**config.mk**
```make
export PLATFORM = sky130hd
export DESIGN_NAME = mem_arb_ctrl
export DESIGN_NICKNAME = d
export VERILOG_FILES = /design/src/rtl/mem_ctrl_pkg.sv /design/src/rtl/mem_rr_arb.sv /design/src/rtl/mem_arb_ctrl.sv
export SDC_FILE = /design/constraint.sdc
export NUM_CORES = 1
export LEC_CHECK = 0
export BUFFER_PORTS_ARGS = -buffer_cell sky130_fd_sc_hd__buf_2
export CAP_MARGIN = 10
export CORE_UTILIZATION = 50
export CTS_CLUSTER_DIAMETER = 80
export CTS_CLUSTER_SIZE = 28
export DETAILED_ROUTE_END_ITERATION = 8
export PLACE_DENSITY = 0.89
export SETUP_SLACK_MARGIN = 0.15
export SLEW_MARGIN = 25
export SYNTH_ARGS = -nofsm -noshare
export SYNTH_HDL_FRONTEND = slang
export SYNTH_SLANG_ARGS = --single-unit
```
**constraint.sdc**
```tcl
create_clock -name clk -period 10.7 [get_ports clk]
set_input_delay 0.535 -clock clk [delete_from_list [all_inputs] [get_ports clk]]
set_output_delay 0.535 -clock clk [all_outputs]
set_load 0.03 [all_outputs]
```
**src/rtl/mem_ctrl_pkg.sv**
```systemverilog
// Shared types and constants for the on-chip RAM controller and its arbiter.
package mem_ctrl_pkg;

    typedef enum logic [1:0] {
        IDLE,
        ACCESS,
        RESP
    } state_t;

    localparam logic PORT_I = 1'b0;
    localparam logic PORT_D = 1'b1;

    localparam int NUM_LANES  = 4;
    localparam int DEF_MEM_AW = 14;

    // Expands per-lane byte selects into a 32-bit data mask.
    function automatic logic [31:0] lane_mask(input logic [NUM_LANES-1:0] sel);
        logic [31:0] mask;
        mask = '0;
        for (int k = 0; k < NUM_LANES; k++) begin
            mask[8*k +: 8] = {8{sel[k]}};
        end
        return mask;
    endfunction

endpackage

```
**src/rtl/mem_rr_arb.sv**
```systemverilog
// Two-way round-robin arbiter; last_grant doubles as the id of the port being served.
module mem_rr_arb
    import mem_ctrl_pkg::*;
(
    input  logic       clk,
    input  logic       rst,
    input  logic [1:0] req,
    input  logic       advance,
    output logic [1:0] grant,
    output logic       last_grant
);

    always_comb begin
        grant = '0;
        if (req[PORT_I] && req[PORT_D]) begin
            if (last_grant == PORT_D) begin
                grant[PORT_I] = 1'b1;
            end else begin
                grant[PORT_D] = 1'b1;
            end
        end else begin
            grant = req;
        end
    end

    always_ff @(posedge clk or posedge rst) begin
        if (rst) begin
            last_grant <= PORT_D;
        end else if (advance && (|grant)) begin
            last_grant <= grant[PORT_D] ? PORT_D : PORT_I;
        end
    end

endmodule

```
**src/rtl/mem_arb_ctrl.sv**
```systemverilog
// Shares the four byte-wide RAM banks between the instruction-fetch and data ports,
// running each access as IDLE -> ACCESS -> RESP with registered outputs.
module mem_arb_ctrl
    import mem_ctrl_pkg::*;
#(
    parameter int               MEM_AW  = DEF_MEM_AW,
    parameter logic [29-MEM_AW:0] BASE_HI = '0
) (
    input  logic              clk,
    input  logic              rst,
    input  logic              i_req,
    input  logic [31:0]       i_adr,
    output logic [31:0]       i_dat,
    output logic              i_ack,
    output logic              i_err,
    input  logic              d_req,
    input  logic              d_we,
    input  logic [3:0]        d_sel,
    input  logic [31:0]       d_adr,
    input  logic [31:0]       d_dat_i,
    output logic [31:0]       d_dat_o,
    output logic              d_ack,
    output logic              d_err,
    output logic [MEM_AW-1:0] mem_adr,
    output logic [31:0]       mem_dat_o,
    input  logic [31:0]       mem_dat_i,
    output logic [3:0]        mem_en,
    output logic [3:0]        mem_we
);

    state_t      state;
    logic [1:0]  req;
    logic [1:0]  grant;
    logic        last_grant;
    logic        we_r;
    logic [3:0]  sel_r;

    logic        g_port;
    logic [31:0] g_adr;
    logic        g_we;
    logic [3:0]  g_sel;
    logic        g_err;

    assign req[PORT_I] = i_req;
    assign req[PORT_D] = d_req;

    mem_rr_arb u_arb (
        .clk        (clk),
        .rst        (rst),
        .req        (req),
        .advance    (state == IDLE),
        .grant      (grant),
        .last_grant (last_grant)
    );

    // Attributes of the winning request; instruction fetches are always full-word reads.
    always_comb begin
        g_port = grant[PORT_D] ? PORT_D : PORT_I;
        g_adr  = (g_port == PORT_D) ? d_adr : i_adr;
        g_we   = (g_port == PORT_D) && d_we;
        g_sel  = (g_port == PORT_D) ? d_sel : 4'hF;
        g_err  = (g_adr[31:MEM_AW+2] != BASE_HI) ||
                 ((g_port == PORT_I) && (g_adr[1:0] != 2'b00));
    end

    always_ff @(posedge clk or posedge rst) begin
        if (rst) begin
            state     <= IDLE;
            we_r      <= 1'b0;
            sel_r     <= '0;
            mem_adr   <= '0;
            mem_dat_o <= '0;
            mem_en    <= '0;
            mem_we    <= '0;
            i_ack     <= 1'b0;
            i_err     <= 1'b0;
            i_dat     <= '0;
            d_ack     <= 1'b0;
            d_err     <= 1'b0;
            d_dat_o   <= '0;
        end else begin
            case (state)
                IDLE: begin
                    if (|grant) begin
                        we_r  <= g_we;
                        sel_r <= g_sel;
                        if (g_err) begin
                            state <= RESP;
                            if (g_port == PORT_D) begin
                                d_ack <= 1'b1;
                                d_err <= 1'b1;
                            end else begin
                                i_ack <= 1'b1;
                                i_err <= 1'b1;
                            end
                        end else begin
                            state     <= ACCESS;
                            mem_adr   <= g_adr[MEM_AW+1:2];
                            mem_en    <= g_sel;
                            mem_we    <= g_we ? g_sel : 4'h0;
                            mem_dat_o <= g_we ? d_dat_i : 32'h0;
                        end
                    end
                end
                ACCESS: begin
                    // Banks are released here so they are never driven outside ACCESS.
                    state     <= RESP;
                    mem_en    <= '0;
                    mem_we    <= '0;
                    mem_dat_o <= '0;
                    if (last_grant == PORT_D) begin
                        d_ack   <= 1'b1;
                        d_err   <= 1'b0;
                        d_dat_o <= we_r ? 32'h0 : (mem_dat_i & lane_mask(sel_r));
                    end else begin
                        i_ack <= 1'b1;
                        i_err <= 1'b0;
                        i_dat <= mem_dat_i;
                    end
                end
                RESP: begin
                    state   <= IDLE;
                    i_ack   <= 1'b0;
                    i_err   <= 1'b0;
                    i_dat   <= '0;
                    d_ack   <= 1'b0;
                    d_err   <= 1'b0;
                    d_dat_o <= '0;
                end
                default: state <= IDLE;
            endcase
        end
    end

endmodule

```
==> results.md, run 1 <==
- Vias in the first global route: around 4900
- Status: finished clean
- Crit path from: u_arb.last_grant
- Max-slew violations: 0
- DP Wirelength: between 10000 and 15000 um
- FF-to-FF path depth: 5
- # clock sinks: 130
- Max Clock Skew: 0.00509 ns
- Synth Area in Simple Gates: 16.5%
- Diodes inserted: 0
- Min-delay worst type: input pin to async pin
- Setup TNS: 0 ns
- Power Total: 2.10 mW
- Reg2reg setup slack: between 8 and 9 ns
- Die area: 11500 sq um
- Flops & latches, synth: 130
- Slew headroom: 33.2%
- Die Y: 107 um
- # Post-CTS Setup Buffers: 0
- Post-synthesis instance total: 522
- Unrepaired setup endpoints after global routing: false
- Setup crit start kind: flip-flop
- Total wire length: between 15000 and 20000 um
- GRT Util Overall: 26.6%
- Post-CTS Hold Buffers: 0
- Initial antenna violation count: 0
- Synth Area in Compound Gates: 17.8%
- PwrDens: around 280 nW/um^2
- Yosys top cell by area: dfrtp_1
- Top fanout value on the critical path: 22
- Max-Cap Viols: 0
- P_int: ~1.2 mW
- Register share of total power: approximately a third
- Fmax: 0.372 GHz
- Placed inst area: 6900 sq um
- CTS root buf: clkbuf_8
- Post-synthesis net count: roughly 660
- Area grow syn2layout: 35.3%
- Largest net degree at the start of global routing: 67
- # IOs: 259
- Synth Area in XOR/XNOR: 0%
- DR vias: 5130
- Maximum VDD drop: 0.169 mV
- Yosys Warn Count: 0
- Gate power share: 38.5%
- DR DRC count: 0
- Routed WL per cell: 16.5 um
- Clock Power Share: 27.5%
- Sequential element share of the synthesized area: 58.6%
- Final Hold Fails: 0
- Net Sw Power: between 800 and 900 uW
- Grt total ovfl: 0
- DIE WIDTH: ~110 um
- Nets: 905
- CTS Buffer Depth: 2
- Later-pin clock latency in the skew report: about 0.51 ns
- Reg2reg end: mem_adr[4]
- CTS buffer count: 17
- H-tree levels: 4
- Data required, critical path: 11.10 ns
- Port bufs: approximately 260
- GP Congestion: 0.848
- Synth top area share: 58.2%
- Share of cells above drive strength 1: 41.8%
- First-pass GRT wire length: 23900 um
- Final Cell Area: ~7500 sq um
- Fin cells: about 900
- Worst Setup EP: mem_adr[4]
- 1st-iter DRT viols: around 470
- Post-Synth Adder-Cell Area: less than 1%
- Data arrival time at the worst-slack endpoint: 3.08 ns
- Largest family of logic cells by synthesized area: compound AO/OA/AOI/OAI gates
- Std-Cell Core Area: 10800 sq um
- CP Capture Type: flip-flop
- DR pass1 iterations: 5
- Row count: 38
- Setup-failing EPs final: 0
- Reg clk slew, reported paths: roughly 0.06 ns
- Leakage: 3.96 nW
- Starting density of the core: 51.2%
- Worst-margin pin slew: approximately 1.0 ns
- Placed insts: 886
- Post-synthesis mux area share: 2.84%
- Post_cts resized: 0
- Vias per inst: about 5.6
- R2R Path Start: u_arb.last_grant
- Ranking of synthesized cells by area: dfrtp_1 58%, nand2_1 9.2%, a32o_1 6.0%
- Final min period: 2.69 ns
- Crit Path Category: flip-flop to flip-flop
- Mapped cell area: 5550 sq um
- CTS tree: done
- Syn Area/Cell: 10.6 sq um
- Sw Share: 41.4%
- Antenna-violating nets left: 0
- Period utilization: 25.1%
- Yosys cell types: between 40 and 50
-- stage by stage --
stage / hold slack (ns) / setup slack [ns] / utilization, %
floorplan: 0.448 / 6.70 / -
finish: 0.143 / 8.01 / 69.3
global placement: 0.456 / 7.66 / 63.6
global route: 0.219 / 7.87 / 69.3
detailed placement: 0.462 / 7.57 / 63.6
CTS: 0.184 / 7.70 / 69.2
-- cells in the mapped netlist, drive strengths merged --
library cell,number
nand2,136
dfrtp,129
o21ai,40
nand2b,36
a32o,33
o31ai,32
clkbuf,23
buf,14
mux2,14
nor4,9
nor2,7
o22ai,7
inv,6
nand3,5
or3,4
a21oi,3
ha,3
nor3,3
a21boi,2
a31o,2
o211ai,2
o311a,2
a211oi,1
a21bo,1
a311o,1
a31oi,1
dfstp,1
o2111ai,1
o221a,1
o311ai,1
o32ai,1
or4,1
-- cells in the final DEF (no fill, tap or decap), types with 2 or more instances in the layout --
| cell | instances |
|---|---|
| buf_2 | 256 |
| nand2_1 | 134 |
| dfrtp_1 | 129 |
| o21ai_0 | 38 |
| nand2b_1 | 36 |
| a32o_1 | 33 |
| o31ai_1 | 32 |
| clkbuf_16 | 16 |
| mux2_2 | 13 |
| nor4_1 | 8 |
| nor2_1 | 7 |
| o22ai_1 | 7 |
| nand3_1 | 5 |
| buf_4 | 5 |
| inv_1 | 4 |
| clkinv_4 | 4 |
| clkbuf_8 | 3 |
| clkinvlp_4 | 3 |
| bufinv_16 | 3 |
| nor3_2 | 2 |
| or3_4 | 2 |
| nand2_2 | 2 |
| or3_1 | 2 |
| o311a_1 | 2 |
| o211ai_1 | 2 |
| a31o_2 | 2 |
| a21oi_1 | 2 |
| ha_1 | 2 |
| clkinv_2 | 2 |
-- how the worst min path moves through the flow --
stage	from	endpoint	slack, ns	depth (start not counted)
final	rst	i_dat[0]	0.14	2
after global routing	rst	i_dat[0]	0.22	2
after CTS	rst	i_dat[0]	0.18	2
after detailed placement	d_dat_o[22]	d_dat_o[22]	0.46	2
after global placement	d_dat_o[7]	d_dat_o[7]	0.46	2
after floorplan	sel_r[0]	sel_r[0]	0.45	2
-- critical path: stages, from the launching register on --
cell and delay, ns:
dfstp_2 0.59, a21bo_2 0.43, nand2_1 0.16, or3_4 0.41, a21oi_4 0.55, mux2_2 0.42
-- final cells by class --
cell class,count,area [sq um]
fill,796,3330
sequential,130,3250
multi-input combinational,349,2130
timing repair buffer,261,1320
clock buffer,20,445
tap,140,175
clock inverter,12,158
inverter,6,25.0
-- cells by family after synthesis --
kind of cell	count (synthesis)
and+or+nand+nor	201
muxes	14
AOI/OAI and AO/OA	131
DFF	130
adders and majority gates	3
buffers and inverters	43
-- layer usage --
layer | global-route usage [%] | part of all wire, % | up-vias
met3 | 6.66 | 8.1 | 26
li1 | - | - | 2350
met4 | 8.90 | 1.7 | 0
met2 | 45.4 | 50 | 289
met5 | 0 | 0 | -
met1 | 33.1 | 40 | 2465
-- sequential cells by signal, summed over array words and instances (netlist names) --
register / cells
d_dat_o: 32
i_dat: 32
mem_dat_o: 32
mem_adr: 14
mem_en: 4
mem_we: 4
sel_r: 4
state: 2
d_ack: 1
d_err: 1
i_ack: 1
i_err: 1
u_arb.last_grant: 1
we_r: 1
-- power by group through the flow --
| stage | registers (mW) | clock network (mW) | logic (mW) |
|---|---|---|---|
| floorplan | 0.966 | 0 | 0.306 |
| global placement | 0.710 | 0 | 0.781 |
| detailed placement | 0.719 | 0 | 0.806 |
| CTS | 0.711 | 0.588 | 0.812 |
| global route | 0.728 | 0.612 | 0.874 |
| finish | 0.713 | 0.577 | 0.809 |
Note: power is estimated with default switching activity, not from simulation.
==> inputs of run 2 (changes only) <==
--- a/config.mk
+++ b/config.mk
@@ -5,13 +5,14 @@
 export SDC_FILE = /design/constraint.sdc
 export NUM_CORES = 1
 export LEC_CHECK = 0
+export ABC_AREA = 1
 export BUFFER_PORTS_ARGS = -buffer_cell sky130_fd_sc_hd__buf_2
 export CAP_MARGIN = 10
-export CORE_UTILIZATION = 50
+export CORE_UTILIZATION = 48
 export CTS_CLUSTER_DIAMETER = 80
 export CTS_CLUSTER_SIZE = 28
 export DETAILED_ROUTE_END_ITERATION = 8
-export PLACE_DENSITY = 0.89
+export PLACE_DENSITY = 0.84
 export SETUP_SLACK_MARGIN = 0.15
 export SLEW_MARGIN = 25
 export SYNTH_ARGS = -nofsm -noshare
==> constraint.sdc (replaced) <==
create_clock -name clk -period 2.52 [get_ports clk]
set_input_delay 0.126 -clock clk [delete_from_list [all_inputs] [get_ports clk]]
set_output_delay 0.126 -clock clk [all_outputs]
set_load 0.03 [all_outputs]
==> results.md, run 2 <==
- Status: finished clean
- GP Congestion: 0.816 (-3.8%)
- GRT Util Overall: 27.7% (+1.1 points)
- Post-CTS Hold Buffers: 33 (+33)
- DP Wirelength: 11600 um (+10%)
- CTS tree: done
- DR DRC count: 0 (unchanged)
- CTS Buffer Depth: 2 (unchanged)
- Post_cts resized: 0 (unchanged)
- Worst-margin pin slew: 0.884 ns (-0.115 ns)
- Post-layout util: 69.2% (about the same)
- Worst-path cell chain: inv_1 > ha_1 > inv_2 > nor2_4 > nand2_4 > nor2_1 > nor2_1
- Placed inst area: 7490 sq um (+8.6%)
- Peak per-stage delay on the critical path: 0.40 ns (-0.19 ns)
- CTS buffer count: 17 (unchanged)
- Hold depth: 4
- Biggest regs: d_dat_o x32, i_dat x32, mem_dat_o x32
- Initial antenna violation count: 1 (+1)
- Max-slew violations: 0 (unchanged)
- Vias in the first global route: 5880 (+20%)
- Area grow syn2layout: 38.0%
- Fmax: 0.494 GHz (+33%)
- Synth top area share: 52.7% (-5.5 points)
- Reg clk slew, reported paths: 0.05 ns (about the same)
- Setup TNS: 0 ns (unchanged)
- H-tree levels: 4 (unchanged)
- Total wire length: 17900 um (+18%)
- CP Capture Type: flip-flop
- Post-synthesis instance total: 752 (+44%)
- Most used cell, CP: nor2_1
- Die area: 13200 sq um (+15%)
- # Post-CTS Setup Buffers: 0 (unchanged)
- Ys flop type: dfrtp_1
- 1st-iter DRT viols: 671 (+42%)
- Leakage: 4.77 nW (+20%)
- DIE WIDTH: 115 um (+7.1%)
- Row count: 40 (+5.3%)
- DR pass1 iterations: 7 (+2)
- Mapped cell area: 6130 sq um (+10%)
- Commonest cells after routing, fill and taps aside: 256 x buf_2, 145 x nand2_1, 129 x dfrtp_1
- PwrDens: 890 nW/um^2 (+220%)
- Critical Path Slowest Stage Cell: dfrtp_1
- Setup-failing EPs final: 0 (unchanged)
- Sequential element share of the synthesized area: 53.1% (-5.5 points)
- Maximum VDD drop: 0.390 mV (+130%)
- Top fanout value on the critical path: 55 (+150%)
- Critical Path Stages: 7 (+2)
- List of most frequent post-synthesis cells: 145 x nand2_1, 129 x dfrtp_1, 120 x nor2_1, 77 x inv_1, 68 x nand4_1
- # clock sinks: 130 (unchanged)
- CTS root buf: clkbuf_16
- Grt total ovfl: 0 (unchanged)
- Port bufs: 256 (unchanged)
- Syn Area/Cell: 8.15 sq um (-23%)
- Period utilization: 80.4% (+55 points)
- Top-count cell post-synth: nand2_1
- Nets: 1163 (+29%)
- Yosys cell types: 31 (-28%)
- Std-Cell Core Area: 12200 sq um (+13%)
- Max-Cap Viols: 0 (unchanged)
- Max Clock Skew: 0.0110 ns (+0.00592 ns)
- Yosys Warn Count: 0 (unchanged)
- Later-pin clock latency in the skew report: 0.41 ns (-0.10 ns)
- Crit Path Category: flip-flop to flip-flop
- Data required, critical path: 2.81 ns (-8.29 ns)
- Setup crit start kind: flip-flop
- # IOs: 259 (unchanged)
- Share of cells above drive strength 1: 30.9% (-11 points)
- Slew headroom: 41.1% (+7.9 points)
- Post-synthesis net count: 892 (+35%)
- Antenna-violating nets left: 0 (unchanged)
- DR vias: 6146 (+20%)
- Die Y: 115 um (+7.1%)
- Min-delay worst type: input pin to flip-flop
- Number of synthesized flops with an enable pin: 0 (unchanged)
- # fillers: 1002 (+26%)
- Data arrival time at the worst-slack endpoint: 2.31 ns (-0.77 ns)
- CP bufs+invs: 2 (+2)
- Largest delay share family, worst path: simple AND/OR/NAND/NOR gates
- Final Hold Fails: 0 (unchanged)
- Vias per inst: 5.10 (-8.7%)
- Fraction of registers with async set/reset: 100% (unchanged)
- Leading cell type in the layout, fill and taps excluded: buf_2
- Routed WL per cell: 14.8 um (-10%)
- Ranking of synthesized cells by area: dfrtp_1 53%, nand2_1 8.9%, nor2_1 7.3%
- Final Cell Area: 8450 sq um (+13%)
- Yosys top cell by area: dfrtp_1
- Unrepaired setup endpoints after global routing: false
- Flops & latches, synth: 130 (unchanged)
- FF-to-FF path depth: 7 (+2)
- Largest net degree at the start of global routing: 71 (+6.0%)
- First-pass GRT wire length: 28300 um (+18%)
- Starting density of the core: 50.2% (-1.0 points)
- Final min period: 2.03 ns (-0.660 ns)
-- run 2: worst paths after layout --
| kind | from | to | slack, ns |
|---|---|---|---|
| setup / recovery | state[0] | mem_adr[10] | 0.49 |
| hold / removal | i_req | state[1] | 0.02 |
| setup reg to reg | state[0] | mem_adr[10] | 0.49 |
| hold reg to reg | i_ack | i_ack | 0.47 |
| max in group asynchronous | rst | i_dat[10] | 1.37 |
| min in group asynchronous | rst | i_dat[3] | 0.51 |
-- run 2: final cells by class --
type                    instances  area (sq um)  share of cell area (%)
diodes                          1          2.50                  0.0296
inverters                      83           315                    3.73
multi-input cells             489          2290                    27.1
flip-flops and latches        130          3250                    38.5
clock buffers                  19           453                    5.36
clock inverters                12           180                    2.13
repair buffers                302          1750                    20.7
well taps                     168           210                    2.49
-- run 2: per-layer routing --
metal | global-route usage, % | wire length (um) | vias up
met5 | 0 | 0 | -
met4 | 10.9 | 459 | 0
met3 | 6.17 | 1220 | 32
met2 | 49.9 | 9200 | 287
met1 | 32.0 | 6980 | 2846
li1 | - | - | 2981
-- run 2: worst register-to-register path, cell delays in order (launching register included) --
cell     delay [ns]
dfrtp_1        0.40
inv_1          0.10
ha_1           0.25
inv_2          0.11
nor2_4         0.34
nand2_4        0.39
nor2_1         0.24
nor2_1         0.07
-- run 2: stage by stage --
step	hold slack (ns)	std cells	worst slack (ns)	total power, mW
2_1_floorplan	0.268	752	0.786	4.14
3_3_place_gp	0.388	1139	0.555	4.81
3_5_place_dp	0.392	1139	0.511	4.86
4_1_cts	0.0101	1203	0.493	7.54
5_1_grt	0.0299	1204	0.294	7.90
6_report	0.0225	1204	0.494	7.52
-- run 2: cells by family after synthesis --
logic type | after synthesis | share of synthesized area (%)
DFF | 130 | 53.1
and+or+nand+nor | 397 | 29.1
buffers and inverters | 133 | 9.70
AOI/OAI and AO/OA | 88 | 7.27
adders and majority gates | 3 | 0.613
muxes | 1 | 0.184
-- run 2: power breakdown --
group / switching [mW] / internal [mW] / total, mW
clock: 0.919 / 1.71 / 2.63
sequential: 0.194 / 2.46 / 2.66
combinational: 1.60 / 0.640 / 2.24
